==> src/rtl/video_pixel_fetcher.sv <==
// Fetches framebuffer words from video RAM and shifts them out MSB-first as the pixel stream.
// Optional line doubling (each memory row shown on two lines): define VIDEO_PIXEL_FETCHER_LINE_DOUBLE_EN.
module video_pixel_fetcher #(
    parameter int unsigned WORD_WIDTH     = 16,
    parameter int unsigned WORDS_PER_LINE = 16,
    parameter int unsigned LINES          = 200,
    parameter int unsigned ADDRESS_WIDTH  = 12
) (
    input  logic                     clock,
    input  logic                     reset_n,
    input  logic                     frame_start,
    input  logic                     line_start,
    input  logic                     pixel_strobe,
    output logic                     mem_read,
    output logic [ADDRESS_WIDTH-1:0] mem_address,
    input  logic                     mem_ready,
    input  logic [WORD_WIDTH-1:0]    mem_data,
    output logic                     pixel,
    output logic                     underrun
);
    localparam int unsigned LINE_W = $clog2(LINES + 1);
    localparam int unsigned WCNT_W = $clog2(WORDS_PER_LINE + 1);
    localparam int unsigned PIXELS = WORDS_PER_LINE * WORD_WIDTH;
    localparam int unsigned PCNT_W = $clog2(PIXELS + 1);
    localparam int unsigned BIT_W  = (WORD_WIDTH > 1) ? $clog2(WORD_WIDTH) : 1;

    localparam logic [2:0] IDLE       = 3'd0;
    localparam logic [2:0] FETCH      = 3'd1;
    localparam logic [2:0] ACTIVE     = 3'd2;
    localparam logic [2:0] LINE_DONE  = 3'd3;
    localparam logic [2:0] FRAME_DONE = 3'd4;

    logic [2:0]               state, state_next;
    logic                     armed, armed_next;
    logic [LINE_W-1:0]        line_index, line_index_next;
    logic [WCNT_W-1:0]        words_fetched, words_fetched_next;
    logic [PCNT_W-1:0]        pixel_count, pixel_count_next;
    logic [BIT_W-1:0]         bit_index, bit_index_next;
    logic [WORD_WIDTH-1:0]    shift_reg, shift_reg_next;
    logic [WORD_WIDTH-1:0]    prefetch_reg, prefetch_reg_next;
    logic                     shift_valid, shift_valid_next;
    logic                     prefetch_valid, prefetch_valid_next;
    logic                     mem_read_next;
    logic [ADDRESS_WIDTH-1:0] mem_address_next;
    logic                     pixel_next;
    logic                     underrun_next;
    logic                     capture;
    logic                     line_go;
    logic [LINE_W-1:0]        line_target;

    // First word address of the memory row shown on a given display line
    function automatic logic [ADDRESS_WIDTH-1:0] row_base(input logic [LINE_W-1:0] line);
`ifdef VIDEO_PIXEL_FETCHER_LINE_DOUBLE_EN
        return ADDRESS_WIDTH'(32'(line >> 1) * WORDS_PER_LINE);
`else
        return ADDRESS_WIDTH'(32'(line) * WORDS_PER_LINE);
`endif
    endfunction

    // State and datapath registers
    always_ff @(posedge clock) begin
        if (!reset_n) begin
            state          <= IDLE;
            armed          <= 1'b0;
            line_index     <= '0;
            words_fetched  <= '0;
            pixel_count    <= '0;
            bit_index      <= '0;
            shift_reg      <= '0;
            prefetch_reg   <= '0;
            shift_valid    <= 1'b0;
            prefetch_valid <= 1'b0;
            mem_read       <= 1'b0;
            mem_address    <= '0;
            pixel          <= 1'b0;
            underrun       <= 1'b0;
        end else begin
            state          <= state_next;
            armed          <= armed_next;
            line_index     <= line_index_next;
            words_fetched  <= words_fetched_next;
            pixel_count    <= pixel_count_next;
            bit_index      <= bit_index_next;
            shift_reg      <= shift_reg_next;
            prefetch_reg   <= prefetch_reg_next;
            shift_valid    <= shift_valid_next;
            prefetch_valid <= prefetch_valid_next;
            mem_read       <= mem_read_next;
            mem_address    <= mem_address_next;
            pixel          <= pixel_next;
            underrun       <= underrun_next;
        end
    end

    // Next-state, fetch and shift logic
    always_comb begin
        state_next          = state;
        armed_next          = armed;
        line_index_next     = line_index;
        words_fetched_next  = words_fetched;
        pixel_count_next    = pixel_count;
        bit_index_next      = bit_index;
        shift_reg_next      = shift_reg;
        prefetch_reg_next   = prefetch_reg;
        shift_valid_next    = shift_valid;
        prefetch_valid_next = prefetch_valid;
        mem_address_next    = mem_address;
        pixel_next          = pixel;
        underrun_next       = underrun;
        mem_read_next       = 1'b0;
        capture             = mem_read && mem_ready;
        line_go             = 1'b0;
        line_target         = line_index;

        if (frame_start) begin
            state_next          = IDLE;
            armed_next          = 1'b1;
            line_index_next     = '0;
            words_fetched_next  = '0;
            pixel_count_next    = '0;
            bit_index_next      = '0;
            shift_valid_next    = 1'b0;
            prefetch_valid_next = 1'b0;
            mem_address_next    = '0;
            pixel_next          = 1'b0;
            underrun_next       = 1'b0;
            if (line_start) begin
                line_go     = 1'b1;
                line_target = '0;
            end
        end else if (line_start && (state == FETCH || state == ACTIVE || state == LINE_DONE)) begin
            // An early line_start truncates the current line and moves on like a normal one
            line_go     = 1'b1;
            line_target = line_index + LINE_W'(1);
        end else if (line_start && state == IDLE && armed) begin
            line_go     = 1'b1;
            line_target = line_index;
        end else begin
            case (state)
                FETCH: state_next = ACTIVE;
                ACTIVE: begin
                    if (pixel_strobe) begin
                        if (shift_valid) begin
                            pixel_next = shift_reg[WORD_WIDTH-1];
                        end else begin
                            pixel_next    = 1'b0;
                            underrun_next = 1'b1;
                        end
                        shift_reg_next = shift_reg << 1;
                        if (bit_index == BIT_W'(WORD_WIDTH - 1)) begin
                            bit_index_next      = '0;
                            shift_reg_next      = prefetch_reg;
                            shift_valid_next    = prefetch_valid;
                            prefetch_valid_next = 1'b0;
                        end else begin
                            bit_index_next = bit_index + BIT_W'(1);
                        end
                        pixel_count_next = pixel_count + PCNT_W'(1);
                        if (pixel_count == PCNT_W'(PIXELS - 1)) begin
                            state_next = LINE_DONE;
                        end
                    end
                end
                IDLE, LINE_DONE, FRAME_DONE: pixel_next = 1'b0;
                default: state_next = IDLE;
            endcase

            // Accepted read lands in the shifter if it is empty, otherwise in the prefetch slot
            if ((state == FETCH || state == ACTIVE) && capture) begin
                if (!shift_valid_next) begin
                    shift_reg_next   = mem_data;
                    shift_valid_next = 1'b1;
                end else begin
                    prefetch_reg_next   = mem_data;
                    prefetch_valid_next = 1'b1;
                end
                words_fetched_next = words_fetched + WCNT_W'(1);
                mem_address_next   = mem_address + ADDRESS_WIDTH'(1);
            end
        end

        if (line_go) begin
            line_index_next     = line_target;
            words_fetched_next  = '0;
            pixel_count_next    = '0;
            bit_index_next      = '0;
            shift_valid_next    = 1'b0;
            prefetch_valid_next = 1'b0;
            pixel_next          = 1'b0;
            if (line_target == LINE_W'(LINES)) begin
                state_next = FRAME_DONE;
            end else begin
                state_next       = FETCH;
                mem_address_next = row_base(line_target);
            end
        end

        mem_read_next = (state_next == FETCH || state_next == ACTIVE) && !prefetch_valid_next &&
                        (words_fetched_next < WCNT_W'(WORDS_PER_LINE));
    end

endmodule

==> config.mk <==
export PLATFORM = sky130hd
export DESIGN_NAME = video_pixel_fetcher
export DESIGN_NICKNAME = d
export VERILOG_FILES = /design/src/rtl/video_pixel_fetcher.sv
export SDC_FILE = /design/constraint.sdc
export NUM_CORES = 1
export LEC_CHECK = 0
export ABC_AREA = 1
export BUFFER_PORTS_ARGS = -buffer_cell sky130_fd_sc_hd__buf_4
export CORE_ASPECT_RATIO = 1.4
export CORE_MARGIN = 5
export CORE_UTILIZATION = 35
export DETAILED_ROUTE_END_ITERATION = 16
export SYNTH_ARGS = -nofsm -noshare
export SYNTH_HDL_FRONTEND = slang
export SYNTH_SLANG_ARGS = --single-unit
==> constraint.sdc <==
create_clock -name clock -period 1.8 [get_ports clock]
set_input_delay 0.18 -clock clock [delete_from_list [all_inputs] [get_ports clock]]
set_output_delay 0.18 -clock clock [all_outputs]
set_load 0.1 [all_outputs]
==> impl_metrics.csv <==
group,metric,value,unit
cells_and_area,layoutNonFillerInstCount,801,
synth,synth_edf_count,0,
placement,place.gp.congestion,0.8908,
cts,cts_root_buf,"clkbuf_16",
sta,tns,0,ps
pwr,vdd_drop_max,476.0,uV
die,core_area,0.01122,sq mm
cts,cts_tree,"done",
synth,synthCells,575,
sta,relSlewSlack,76.96,%
synth,synth-seq-cells,79,
synth,syn_avg_cell_area,6.928,sq um
routing,via_count,4033,
pwr,p_int,0.002866,W
placement,io_buffers,36,
die,die_w,100.2,um
critical_path,cp.arrival,1980,ps
routing,drtPass1Iterations,5,
routing,initialDrtViolationCount,143,
critical_path,cp-start-kind,"flip-flop",
cells_and_area,antenna_cells,0,
global_routing,antenna_found_initial,0,
cts,clockBufferDepth,2,
sta,timing_hold_violations_final,0,
routing,routed_wl,10.91,mm
pwr,combPwrFrac,10.2,%
critical_path,endpoint_kind,"flip-flop",
cells_and_area,n_fill_cell,1134,
placement,dp_hpwl,7.845,mm
cells_and_area,drive_gt1_share,28.01,%
routing,ant_nets,0,
run,drv_cap,0,
global_routing,track_usage,16.37,%
pwr,p_leak,2.244,nW
sta,fin_crit,1748,ps
synth,yosysMostFrequentCell,"nand2_1",
pwr,p_per_area,726.5,mW/mm^2
cells_and_area,post-route-util,46.98,%
pwr,p_sw,0.0009645,W
synth,synth_area_leader_cell,"dfxtp_1",
critical_path,crit_type,"flip-flop to flip-flop",
cts,path_clk_slew,60,ps
critical_path,cp_max_fo,7,
die,die-area,0.01365,sq mm
pwr,switching_share,25.18,%
routing,drc_errors,0,
synth,netlist-cell-type-count,46,
cells_and_area,area_growth,32.35,%
global_routing,grt_max_degree,38,
synth,syn_area,0.003984,sq mm
die,ios,37,
cts,cts_sinks,79,
sta,final_max_slew_viol_count,0,
critical_path,crit_top_cell,"nand2_1",
synth,synth-seq-area-share,39.70,%
die,rows,46,
critical_path,crit_path_top_delay_cell,"dfxtp_4",
hold_path,hold_class,"primary input to flip-flop",
routing,avgRoutedWirePerCell,13.62,um
synth,synth_fp_nets,603,
status,status,"finished, final reports clean",
cts,htree_levels,3,
critical_path,path_cells,"nor2_4 > nor2_8 > buf_6 > nand4_1 > nand2_2 > nor2_1 > nand2_1 > nor2_2 > nand2_2 > nand2_4 > nand2_1 > nand2_1 > nor2_1",
sta,fmax,0.5722,GHz
die,start_util,35.50,%
routing,vias_per_cell,5.035,
synth,yosys-top-cells-area,"dfxtp_1 40%, nand2_1 11%, nor2_1 7.1%, a21oi_1 6.2%, o21ai_0 6.0%",
synth,synth-main-ff-cell,"dfxtp_1",
critical_path,worst-endpoint-required,2030,ps
sta,fin_skew,5.302,ps
sta,finalSetupViolations,0,
synth,async_reset_ff_share,0,%
global_routing,overflow,0,
die,die_h,136.2,um
placement,dp.cells,778,
cts,cts_made_buffers,9,
critical_path,slowest_delay,370,ps
cells_and_area,finalNetCount,681,
pwr,seq_power_share,46.6,%
synth,synth.top_cells.by_count,"118 x nand2_1, 79 x dfxtp_1, 75 x nor2_1",
global_routing,grt_pass1_wl,17.88,mm
synth,synth_top_area_share,39.70,%
sta,tightest_slew,345.6,ps
pwr,p_clk_share,43.1,%
global_routing,first_global_vias,3895,
sta,rsz0062_at_grt,"true",
cts,clk_latency,340,ps
synth,yosysWarnings,0,
sta,fin_crit_sh,97.09,%
==> power groups by stage <==
stage / combinational, W / clock (W) / sequential [W]
2_1_floorplan: 0.000160 / 0 / 0.00188
3_3_place_gp: 0.000363 / 0 / 0.00182
3_5_place_dp: 0.000363 / 0 / 0.00182
4_1_cts: 0.000368 / 0.00170 / 0.00179
5_1_grt: 0.000425 / 0.00176 / 0.00179
6_report: 0.000392 / 0.00165 / 0.00179
==> layout by cell type (no fill, tap or decap), types with 2 or more instances in the layout <==
cell	instances
dfxtp_4	2
ha_4	2
o21ai_1	13
inv_2	11
xor2_1	4
dfxtp_2	15
dfxtp_1	62
o21bai_1	2
nor3_1	4
buf_12	4
nand3_4	2
clkbuf_16	10
buf_6	3
nor2_4	5
nand3_1	37
nand3b_1	3
inv_4	3
a21oi_1	48
buf_4	79
nor2_2	11
nor2_1	67
ha_1	2
o211ai_1	3
ha_2	2
inv_1	47
nand4_1	9
clkinv_2	4
o21ai_2	3
nand2_2	9
nand3_2	2
o21ai_0	48
nand2_1	110
nand2_4	4
nor3_2	2
o21a_1	2
==> metrics by stage <==
step	worst slack (ps)	hold WS, ps	power, W	area [sq um]
2_1_floorplan	19.01	295.8	0.002038	4000
3_3_place_gp	-153.7	414.2	0.002185	4730
3_5_place_dp	-148.0	417.6	0.002186	4730
4_1_cts	-7.707	58.80	0.003852	5021
5_1_grt	-56.57	76.69	0.003975	5273
6_report	52.45	69.19	0.003830	5273
==> worst max-delay path: cells and delay by family, from the launching register on <==
family | cells | cell delay, ps
buf+inv | 1 | 130
flops | 1 | 370
simple gates | 12 | 1150
==> final cells by class <==
class                      instances  area (sq um)  area share (%)
multi-input combinational        415          2253           42.74
sequential                        79          1608           30.49
timing repair buffer              87         732.0           13.88
clock buffer                      11         242.7           4.604
inverter                          61         235.2           4.461
tap                              144         180.2           3.417
clock inverter                     4         21.27          0.4034
==> cells by family (layout without fill, tap and decap cells) <==
group,Yosys count,in the layout,synth area share (%)
multiplexers,1,1,0.2513
flip-flops,79,79,39.70
AND/OR/NAND/NOR,274,274,31.19
adder cells (fa/ha/maj),6,6,1.884
AO/OA/AOI/OAI,129,129,17.78
XOR/XNOR,5,5,1.099
buffers and inverters,81,163,8.103
==> timing repair <==
| action | in CTS | in global routing |
|---|---|---|
| setup endpoints to repair | 41 | 49 |
| pin swaps | 0 | 21 |
| resized for setup | 10 | 48 |
| buffers inserted | 0 | 7 |
| hold buffers | 0 | 0 |
| cloned | 0 | 1 |
==> final timing paths <==
| path | from | to | slack (ps) | depth (start not counted) |
|---|---|---|---|---|
| max reg2reg | state[1] | mem_address[7] | 50 | 13 |
| min reg2reg | pixel_count[4] | pixel_count[4] | 450 | 1 |
| min | mem_data[10] | prefetch_reg[10] | 70 | 3 |
| max | state[1] | mem_address[7] | 50 | 13 |
==> routing by layer <==
| layer | global-route usage (%) | wire length [um] |
|---|---|---|
| met2 | 28.69 | 5620 |
| met5 | 0 | 0 |
| met4 | 9.363 | 344 |
| met1 | 18.72 | 4547 |
| met3 | 2.413 | 396 |
Note: power is estimated with default switching activity, not from simulation.
